**src/rtl/duplex_link_sched_if.sv**
```systemverilog
// Host-side and link-side signal bundle for the duplex link scheduler.
// The scheduler connects through the slave modport; hosts and the tx/rx FSM pair use the master modport.
interface duplex_link_sched_if #(
   parameter int DATA_WIDTH_BASE = 5
);
   localparam int W = 2 ** DATA_WIDTH_BASE;

   logic         req_a;
   logic [W-1:0] data_a;
   logic         gnt_a;
   logic         rsp_valid_a;
   logic         req_b;
   logic [W-1:0] data_b;
   logic         gnt_b;
   logic         rsp_valid_b;
   logic [W-1:0] rsp_data;
   logic         rsp_err;
   logic [1:0]   tx_cmd;
   logic [1:0]   rx_cmd;
   logic [W-1:0] tx_data;
   logic         tx_done;
   logic         rx_done;
   logic [W-1:0] rx_data;
   logic         busy;

   modport master (
      output req_a, data_a, req_b, data_b, tx_done, rx_done, rx_data,
      input  gnt_a, rsp_valid_a, gnt_b, rsp_valid_b, rsp_data, rsp_err,
             tx_cmd, rx_cmd, tx_data, busy
   );

   modport slave (
      input  req_a, data_a, req_b, data_b, tx_done, rx_done, rx_data,
      output gnt_a, rsp_valid_a, gnt_b, rsp_valid_b, rsp_data, rsp_err,
             tx_cmd, rx_cmd, tx_data, busy
   );
endinterface

```
**src/rtl/duplex_link_sched.sv**
```systemverilog
// Round-robin scheduler sharing one full-duplex tx/rx FSM pair between requesters A and B.
// Each transaction sends one word and receives one word; responses carry a timeout flag.
module duplex_link_sched #(
   parameter int DATA_WIDTH_BASE = 5,
   parameter int TIMEOUT_CYCLES  = 256
) (
   input logic               clk,
   input logic               rst,
   duplex_link_sched_if.slave bus
);
   localparam int W  = 2 ** DATA_WIDTH_BASE;
   localparam int TW = (TIMEOUT_CYCLES > 2) ? $clog2(TIMEOUT_CYCLES) : 1;
   localparam logic [TW-1:0] TIMER_LAST = TW'(TIMEOUT_CYCLES - 1);

   localparam logic [1:0] CMD_IDLE  = 2'd0;
   localparam logic [1:0] CMD_START = 2'd1;

   typedef enum logic [1:0] {
      IDLE,
      LAUNCH,
      WAIT,
      RESP
   } state_t;

   state_t        state;
   logic          rr_ptr;
   logic          winner;
   logic [TW-1:0] timer;
   logic          tx_seen;
   logic          rx_seen;
   logic [W-1:0]  rx_word;

   logic          grant_b;
   logic          complete;

   // rr_ptr / winner encoding: 0 = A, 1 = B
   assign grant_b  = bus.req_b && (!bus.req_a || rr_ptr);
   assign complete = (tx_seen || bus.tx_done) && (rx_seen || bus.rx_done);

   always_ff @(posedge clk) begin
      if (rst) begin
         state           <= IDLE;
         rr_ptr          <= 1'b0;
         winner          <= 1'b0;
         timer           <= '0;
         tx_seen         <= 1'b0;
         rx_seen         <= 1'b0;
         rx_word         <= '0;
         bus.gnt_a       <= 1'b0;
         bus.gnt_b       <= 1'b0;
         bus.rsp_valid_a <= 1'b0;
         bus.rsp_valid_b <= 1'b0;
         bus.rsp_data    <= '0;
         bus.rsp_err     <= 1'b0;
         bus.tx_cmd      <= CMD_IDLE;
         bus.rx_cmd      <= CMD_IDLE;
         bus.tx_data     <= '0;
         bus.busy        <= 1'b0;
      end else begin
         case (state)
            IDLE: begin
               if (bus.req_a || bus.req_b) begin
                  winner      <= grant_b;
                  bus.gnt_a   <= !grant_b;
                  bus.gnt_b   <= grant_b;
                  bus.tx_data <= grant_b ? bus.data_b : bus.data_a;
                  bus.tx_cmd  <= CMD_START;
                  bus.rx_cmd  <= CMD_START;
                  bus.busy    <= 1'b1;
                  state       <= LAUNCH;
               end
            end

            LAUNCH: begin
               bus.gnt_a  <= 1'b0;
               bus.gnt_b  <= 1'b0;
               bus.tx_cmd <= CMD_IDLE;
               bus.rx_cmd <= CMD_IDLE;
               timer      <= '0;
               tx_seen    <= 1'b0;
               rx_seen    <= 1'b0;
               state      <= WAIT;
            end

            WAIT: begin
               if (bus.tx_done) begin
                  tx_seen <= 1'b1;
               end
               if (bus.rx_done) begin
                  rx_seen <= 1'b1;
                  rx_word <= bus.rx_data;
               end
               // Completion is checked before the timer so it wins a same-edge tie.
               if (complete) begin
                  bus.rsp_valid_a <= !winner;
                  bus.rsp_valid_b <= winner;
                  bus.rsp_err     <= 1'b0;
                  bus.rsp_data    <= bus.rx_done ? bus.rx_data : rx_word;
                  state           <= RESP;
               end else if (timer == TIMER_LAST) begin
                  bus.rsp_valid_a <= !winner;
                  bus.rsp_valid_b <= winner;
                  bus.rsp_err     <= 1'b1;
                  bus.rsp_data    <= '0;
                  state           <= RESP;
               end else begin
                  timer <= timer + TW'(1);
               end
            end

            RESP: begin
               bus.rsp_valid_a <= 1'b0;
               bus.rsp_valid_b <= 1'b0;
               bus.rsp_err     <= 1'b0;
               bus.rsp_data    <= '0;
               bus.busy        <= 1'b0;
               rr_ptr          <= !winner;
               state           <= IDLE;
            end

            default: begin
               state <= IDLE;
            end
         endcase
      end
   end
endmodule

```
**src/flat_wrapper.sv**
```systemverilog
// flat-port wrapper written by rule: the top's interface ports become plain ports
module duplex_link_sched_flat 
#(
   parameter int DATA_WIDTH_BASE = 5,
   parameter int TIMEOUT_CYCLES  = 256
)
  (clk, rst, bus_req_a, bus_data_a, bus_req_b, bus_data_b, bus_tx_done, bus_rx_done, bus_rx_data, bus_gnt_a, bus_rsp_valid_a, bus_gnt_b, bus_rsp_valid_b, bus_rsp_data, bus_rsp_err, bus_tx_cmd, bus_rx_cmd, bus_tx_data, bus_busy);
  duplex_link_sched_if #(.DATA_WIDTH_BASE(DATA_WIDTH_BASE)) bus_i ();
  input logic clk;
  input logic rst;
  input wire logic [$bits(bus_i.req_a)-1:0] bus_req_a;
  input wire logic [$bits(bus_i.data_a)-1:0] bus_data_a;
  input wire logic [$bits(bus_i.req_b)-1:0] bus_req_b;
  input wire logic [$bits(bus_i.data_b)-1:0] bus_data_b;
  input wire logic [$bits(bus_i.tx_done)-1:0] bus_tx_done;
  input wire logic [$bits(bus_i.rx_done)-1:0] bus_rx_done;
  input wire logic [$bits(bus_i.rx_data)-1:0] bus_rx_data;
  output wire logic [$bits(bus_i.gnt_a)-1:0] bus_gnt_a;
  output wire logic [$bits(bus_i.rsp_valid_a)-1:0] bus_rsp_valid_a;
  output wire logic [$bits(bus_i.gnt_b)-1:0] bus_gnt_b;
  output wire logic [$bits(bus_i.rsp_valid_b)-1:0] bus_rsp_valid_b;
  output wire logic [$bits(bus_i.rsp_data)-1:0] bus_rsp_data;
  output wire logic [$bits(bus_i.rsp_err)-1:0] bus_rsp_err;
  output wire logic [$bits(bus_i.tx_cmd)-1:0] bus_tx_cmd;
  output wire logic [$bits(bus_i.rx_cmd)-1:0] bus_rx_cmd;
  output wire logic [$bits(bus_i.tx_data)-1:0] bus_tx_data;
  output wire logic [$bits(bus_i.busy)-1:0] bus_busy;
  assign bus_i.req_a = bus_req_a;
  assign bus_i.data_a = bus_data_a;
  assign bus_i.req_b = bus_req_b;
  assign bus_i.data_b = bus_data_b;
  assign bus_i.tx_done = bus_tx_done;
  assign bus_i.rx_done = bus_rx_done;
  assign bus_i.rx_data = bus_rx_data;
  assign bus_gnt_a = bus_i.gnt_a;
  assign bus_rsp_valid_a = bus_i.rsp_valid_a;
  assign bus_gnt_b = bus_i.gnt_b;
  assign bus_rsp_valid_b = bus_i.rsp_valid_b;
  assign bus_rsp_data = bus_i.rsp_data;
  assign bus_rsp_err = bus_i.rsp_err;
  assign bus_tx_cmd = bus_i.tx_cmd;
  assign bus_rx_cmd = bus_i.rx_cmd;
  assign bus_tx_data = bus_i.tx_data;
  assign bus_busy = bus_i.busy;
  duplex_link_sched #(.DATA_WIDTH_BASE(DATA_WIDTH_BASE), .TIMEOUT_CYCLES(TIMEOUT_CYCLES)) u_core (.clk(clk), .rst(rst), .bus(bus_i));
endmodule
```
**config.mk**
```make
export PLATFORM = sky130hd
export DESIGN_NAME = duplex_link_sched_flat
export DESIGN_NICKNAME = d
export VERILOG_FILES = /design/src/rtl/duplex_link_sched_if.sv /design/src/rtl/duplex_link_sched.sv /design/src/flat_wrapper.sv
export SDC_FILE = /design/constraint.sdc
export NUM_CORES = 1
export LEC_CHECK = 0
export ABC_AREA = 1
export CAP_MARGIN = 20
export CORE_MARGIN = 4
export CORE_UTILIZATION = 35
export CTS_BUF_LIST = sky130_fd_sc_hd__clkbuf_4 sky130_fd_sc_hd__clkbuf_8
export DETAILED_ROUTE_END_ITERATION = 12
export SLEW_MARGIN = 25
export SYNTH_ARGS = -nofsm -noshare
export SYNTH_HDL_FRONTEND = slang
export SYNTH_SLANG_ARGS = --single-unit
```
**constraint.sdc**
```tcl
create_clock -name clk -period 1.8 [get_ports clk]
set_clock_uncertainty 0.1 [all_clocks]
set_input_delay 0.36 -clock clk [delete_from_list [all_inputs] [get_ports clk]]
set_output_delay 0.36 -clock clk [all_outputs]
set_load 0.02 [all_outputs]
```
# [Yosys cells after proc, flatten, opt, wreduce, memory -nomap -nowiden]
# Index checks and enable logic that the tools add are counted.
[op_classes] reduce_logical=22 add_sub_neg=1 mux=32 n_eq_ne=10
[op_table] cell="two-way mux 32 bit" count=4
[op_table] cell="case mux 32 bit (2 select lines)" count=1
[op_table] cell="two-way mux 8 bit" count=2
[op_table] cell="case mux 1 bit (2 select lines)" count=8
[op_table] cell="case mux 8 bit (2 select lines)" count=1
[op_table] cell="AND reduction 2 bit" count=7
[op_table] cell="two-way mux 1 bit" count=11
[op_table] cell="adder 8 x 1 -> 8 bit (second input constant)" count=1
[op_table] cell="equality test 8 bit (second input constant)" count=1
[op_table] cell="inequality test 2 bit (second input constant)" count=4
[op_table] cell="case mux 2 bit (4 select lines)" count=1
[op_table] cell="nonzero test 2 bit" count=4
[op_table] cell="two-way mux 2 bit" count=3
[op_table] cell="equality test 2 bit (second input constant)" count=2
[op_table] cell="logical OR 1 bit" count=4
[op_table] cell="case mux 2 bit (2 select lines)" count=1
[op_table] cell="zero test 1 bit" count=3
[op_table] cell="inequality test 3 x 1 -> 1 bit (second input constant)" count=1
[op_table] cell="AND reduction 3 bit" count=1
[op_table] cell="equality test 2 x 1 -> 1 bit (second input constant)" count=1
[op_table] cell="logical AND 1 bit" count=2
[op_table] cell="zero test 2 bit" count=1
[op_table] cell="inequality test 2 x 1 -> 1 bit (second input constant)" count=1
[totals] ff_bits=118 elab_cells=81 inputBits=102 output_inout_bits=74

# [Longest topological paths before layout]
[depth] ltp_word=6 mapped_depth=10 mapped_depth_nobuf=9

# [Least setup slack after synthesis]
# Ideal clock, no wire load.
[synth_path] path_type="flip-flop to flip-flop" from="register u_core.state[0]" to="register u_core.bus.tx_data[10] (netlist bit)" arrival_time_ps=1358 setup_time_ps=116 path_stages_with_launch=9 synth_period_minus_slack_ps=1575 setup_slack_ps=225 required_ps=1584 path_buffers=2 cell_sequence="dfxtp_1 > inv_1 > ha_1 > o21ai_0 > inv_1 > buf_2 > buf_2 > o211ai_1 > inv_1"
[synth_between] elab_chain_len=2
[synth_rtl] item="start: declaration" line_no="duplex_link_sched.sv:25" text="state_t state;"
[synth_rtl] item="start signal: assignment" line_no="duplex_link_sched.sv:42" text="state <= IDLE;"
[synth_rtl] item="start signal: assignment" line_no="duplex_link_sched.sv:70" text="state <= LAUNCH;"
[synth_rtl] item="start signal: assignment" line_no="duplex_link_sched.sv:82" text="state <= WAIT;"
[synth_rtl] item="zero test 2 bit" line_no="duplex_link_sched.sv:60" text="case (state)"
[synth_rtl] item="AND reduction 2 bit (no line)"
[synth_rtl] item="end signal: assignment" line_no="duplex_link_sched.sv:66" text="bus.tx_data <= grant_b ? bus.data_b : bus.data_a;"
[synth_rtl] item="end: declaration" line_no="duplex_link_sched_if.sv:35" text="tx_cmd, rx_cmd, tx_data, busy"
# Every way passes these cells.
# A chain may end at the register's enable or synchronous reset.

# [Worst setup path after layout]
[layout_path] from="register u_core.timer[1]" to="register u_core.bus.rsp_data[22]"
[layout_between] elab_chain_len=3
[layout_rtl] item="start: declaration" line_no="duplex_link_sched.sv:28" text="logic [TW-1:0] timer;"
[layout_rtl] item="start signal: assignment" line_no="duplex_link_sched.sv:107" text="timer <= timer + TW'(1);"
[layout_rtl] item="equality test 8 bit" line_no="duplex_link_sched.sv:100" text="end else if (timer == TIMER_LAST) begin"
[layout_rtl] item="inequality test 3 x 1 -> 1 bit (no line)"
[layout_rtl] item="AND reduction 2 bit (no line)"
[layout_rtl] item="end signal: assignment" line_no="duplex_link_sched.sv:98" text="bus.rsp_data <= bus.rx_done ? bus.rx_data : rx_word;"
[layout_rtl] item="end: declaration" line_no="duplex_link_sched_if.sv:34" text="output gnt_a, rsp_valid_a, gnt_b, rsp_valid_b, rsp_data, rsp_err,"
# Every way passes these cells.

==> run summary <==
Die H = 135 um
Post-synth EDFFs = 0
number of synthesized register bits = 117
Top Ports = 176
main flop type after synthesis = dfxtp_1
GR Overflow Total = 0
area grow syn2layout = 43.9%
Via-to-Cell Ratio = 4.54
total wire length = 15500 um
fmax = 610 MHz
yosys warns = 0
peak supply drop = 610 uV
Worst setup SP type = flip-flop
dominant cells by area after synthesis = dfxtp_1 41%, nand2_1 11%, o211ai_1 8.5%, nor2_1 7.5%, inv_1 6.1%
number of port buffers = 173
Starting DRT DRC Count = 216
Worst-path clk slew = 60 ps
cell count of the worst reg-to-reg path = 9
setup repair bufs after CTS = 0
Final Hold Fails = 0
Worst EP required = 2020 ps
Final #Nets = 1056
DRC Markers = 0
count leader, synth = nand2_1
Synth top area share = 0.412
CP Data Arrival Time = 1850 ps
largest net degree at the start of global routing = 54
FF/Latch Area = 0.00234 mm^2
Worst R2R End = u_core.bus.rsp_data[22]
DR vias = 5336
Post-synth top cells = 170 x nand2_1, 117 x dfxtp_1, 113 x nor2_1
core area = 0.0159 mm^2
setup violators final = 0
asr flop ratio synth = 0
clk sink count = 117
Seq/Total Area, Yosys = 0.412
post-layout util = 0.515
Diodes inserted = 0
# fillers = 1610
Tcrit/Tclk final = 0.910
Setup TNS = 0 ps
Power per Cell Area = 1340 mW/mm^2
Die Footprint = 0.0183 mm^2
Avg Inst Size Synth = 7.38 um^2
post-DP HPWL = 11000 um
Clk Latency, worst-skew pair = 430 ps
Final ANT Viol Nets = 0
root buffer cell = clkbuf_8
Final Max Slew Viols = 0
Synth Instances = 770
Starting Density = 0.358
worst min-delay path class = input pin to flip-flop
mapped cell area = 0.00568 mm^2
RePlAce Congestion = 0.782
kind of end point of the critical path = flip-flop
TritonCTS Buffers = 17
GRT Total Usage = 0.172
flop2flop setup slack = 160 ps
multi-input logic area = 0.00271 mm^2
DR WL/cell = 13.2 um
# Max-Cap Violations = 0
die span in x = 135 um
Setup crit end = u_core.bus.rsp_data[22]
critical-path maximum fanout = 15
fin crit period = 1640 ps
status = finished clean
TritonCTS clock tree = yes
number of global-route vias before repair = 5240
FF-to-FF Start = u_core.timer[1]
# H-tree levels = 4
DR pass1 iterations = 6
final setup margin = 162 ps
Yosys cell types = 25
crit path kind = flip-flop to flip-flop
Critical Path Source = u_core.timer[1]
leakage = 0.00419 uW
initial antenna violation count = 0
Worst Setup Slack post-DPL = -95.0 ps
CTS max path bufs = 2
share of layout cells above drive strength 1 = 0.0949
Synth area leader = dfxtp_1
first-pass GRT wire length = 25500 um
Rows = 46
## report_power, final
part           switching [uW]  internal, uW  leakage [uW]
combinational            2600          1950       0.00301
clock                     974          1560      0.000218
sequential                443          3440      0.000959
total                    4020          6950       0.00419
## per-layer routing
metal / global-route usage / vias up / share of wire
met3: 0.0695 / 15 / 0.084
met5: 0 / - / 0
met4: 0.0521 / 0 / 0.012
met2: 0.277 / 149 / 0.45
li1: - / 2830 / -
met1: 0.213 / 2342 / 0.46
## timing repair
action                     4_1_cts  5_1_grt
hold buffers                     0        0
setup endpoints to repair       72       82
pin swaps                        0        1
resized for setup               72       10
## cells in the final DEF (no fill, tap or decap), types with 12 or more instances in the layout
cell,instances
nand2_1,170
dfxtp_1,116
nor2_1,113
clkdlybuf4s50_1,100
inv_1,89
dlygate4sd2_1,72
o211ai_1,64
nand3_1,44
nand3b_1,33
mux2i_1,32
buf_4,24
clkbuf_8,20
a21oi_1,15
buf_12,12
## worst min path at each step
stage                                   to  slack, ps  cells past startpoint               from
floorplan           u_core.bus.rsp_valid_b        330                      1                rst
global placement          u_core.bus.gnt_b        350                      2   u_core.bus.gnt_b
detailed placement       u_core.rx_word[3]        360                      2  u_core.rx_word[3]
CTS                         u_core.rx_seen        240                      5        bus_rx_done
global route                u_core.rx_seen        260                      5        bus_rx_done
finish                      u_core.rx_seen        270                      5        bus_rx_done
## state kept, by name, indices dropped and copies added, names as in the netlist
name	cells
u_core.bus.busy	1
u_core.bus.gnt_a	1
u_core.bus.gnt_b	1
u_core.bus.rsp_data	32
u_core.bus.rsp_err	1
u_core.bus.rsp_valid_a	1
u_core.bus.rsp_valid_b	1
u_core.bus.rx_cmd	1
u_core.bus.tx_data	32
u_core.rr_ptr	1
u_core.rx_seen	1
u_core.rx_word	32
u_core.state	2
u_core.timer	8
u_core.tx_seen	1
u_core.winner	1
## critical path, stage by stage (launching register included)
cell and delay [ps]:
dfxtp_2 340, ha_2 200, nand2_2 90, nor2_4 120, nand2_1 110, nand3_2 100, o21ai_2 100, buf_12 170
nor2_1 140, nor2_1 60
## cells by family (layout without fill, tap and decap cells)
| group | after synthesis | count (layout) | share of synthesized area |
|---|---|---|---|
| compound gates | 90 | 90 | 0.110 |
| fa+ha+maj | 6 | 6 | 0.0132 |
| buf+inv | 147 | 335 | 0.115 |
| flops | 117 | 117 | 0.412 |
| mux | 32 | 32 | 0.0564 |
| other cells | 1 | 2 | 0.000660 |
| simple gates | 377 | 377 | 0.292 |
## stage by stage
stage	std cells	instance area [um^2]	total power, uW	hold slack [ps]
floorplan	771	5680	6760	329
global placement	1145	7820	8840	353
global route	1175	8180	11800	261
detailed placement	1145	7820	8850	362
CTS	1175	8140	11100	237
finish	1175	8180	11000	269
## cell type report
type                       count  area share
multi-input combinational    507       0.332
sequential                   117       0.287
tap                          216      0.0331
clock inverter                 4      0.0116
timing repair buffer         211       0.254
inverter                      94      0.0432
clock buffer                  26      0.0392
Power figures use the tool's default switching activity.
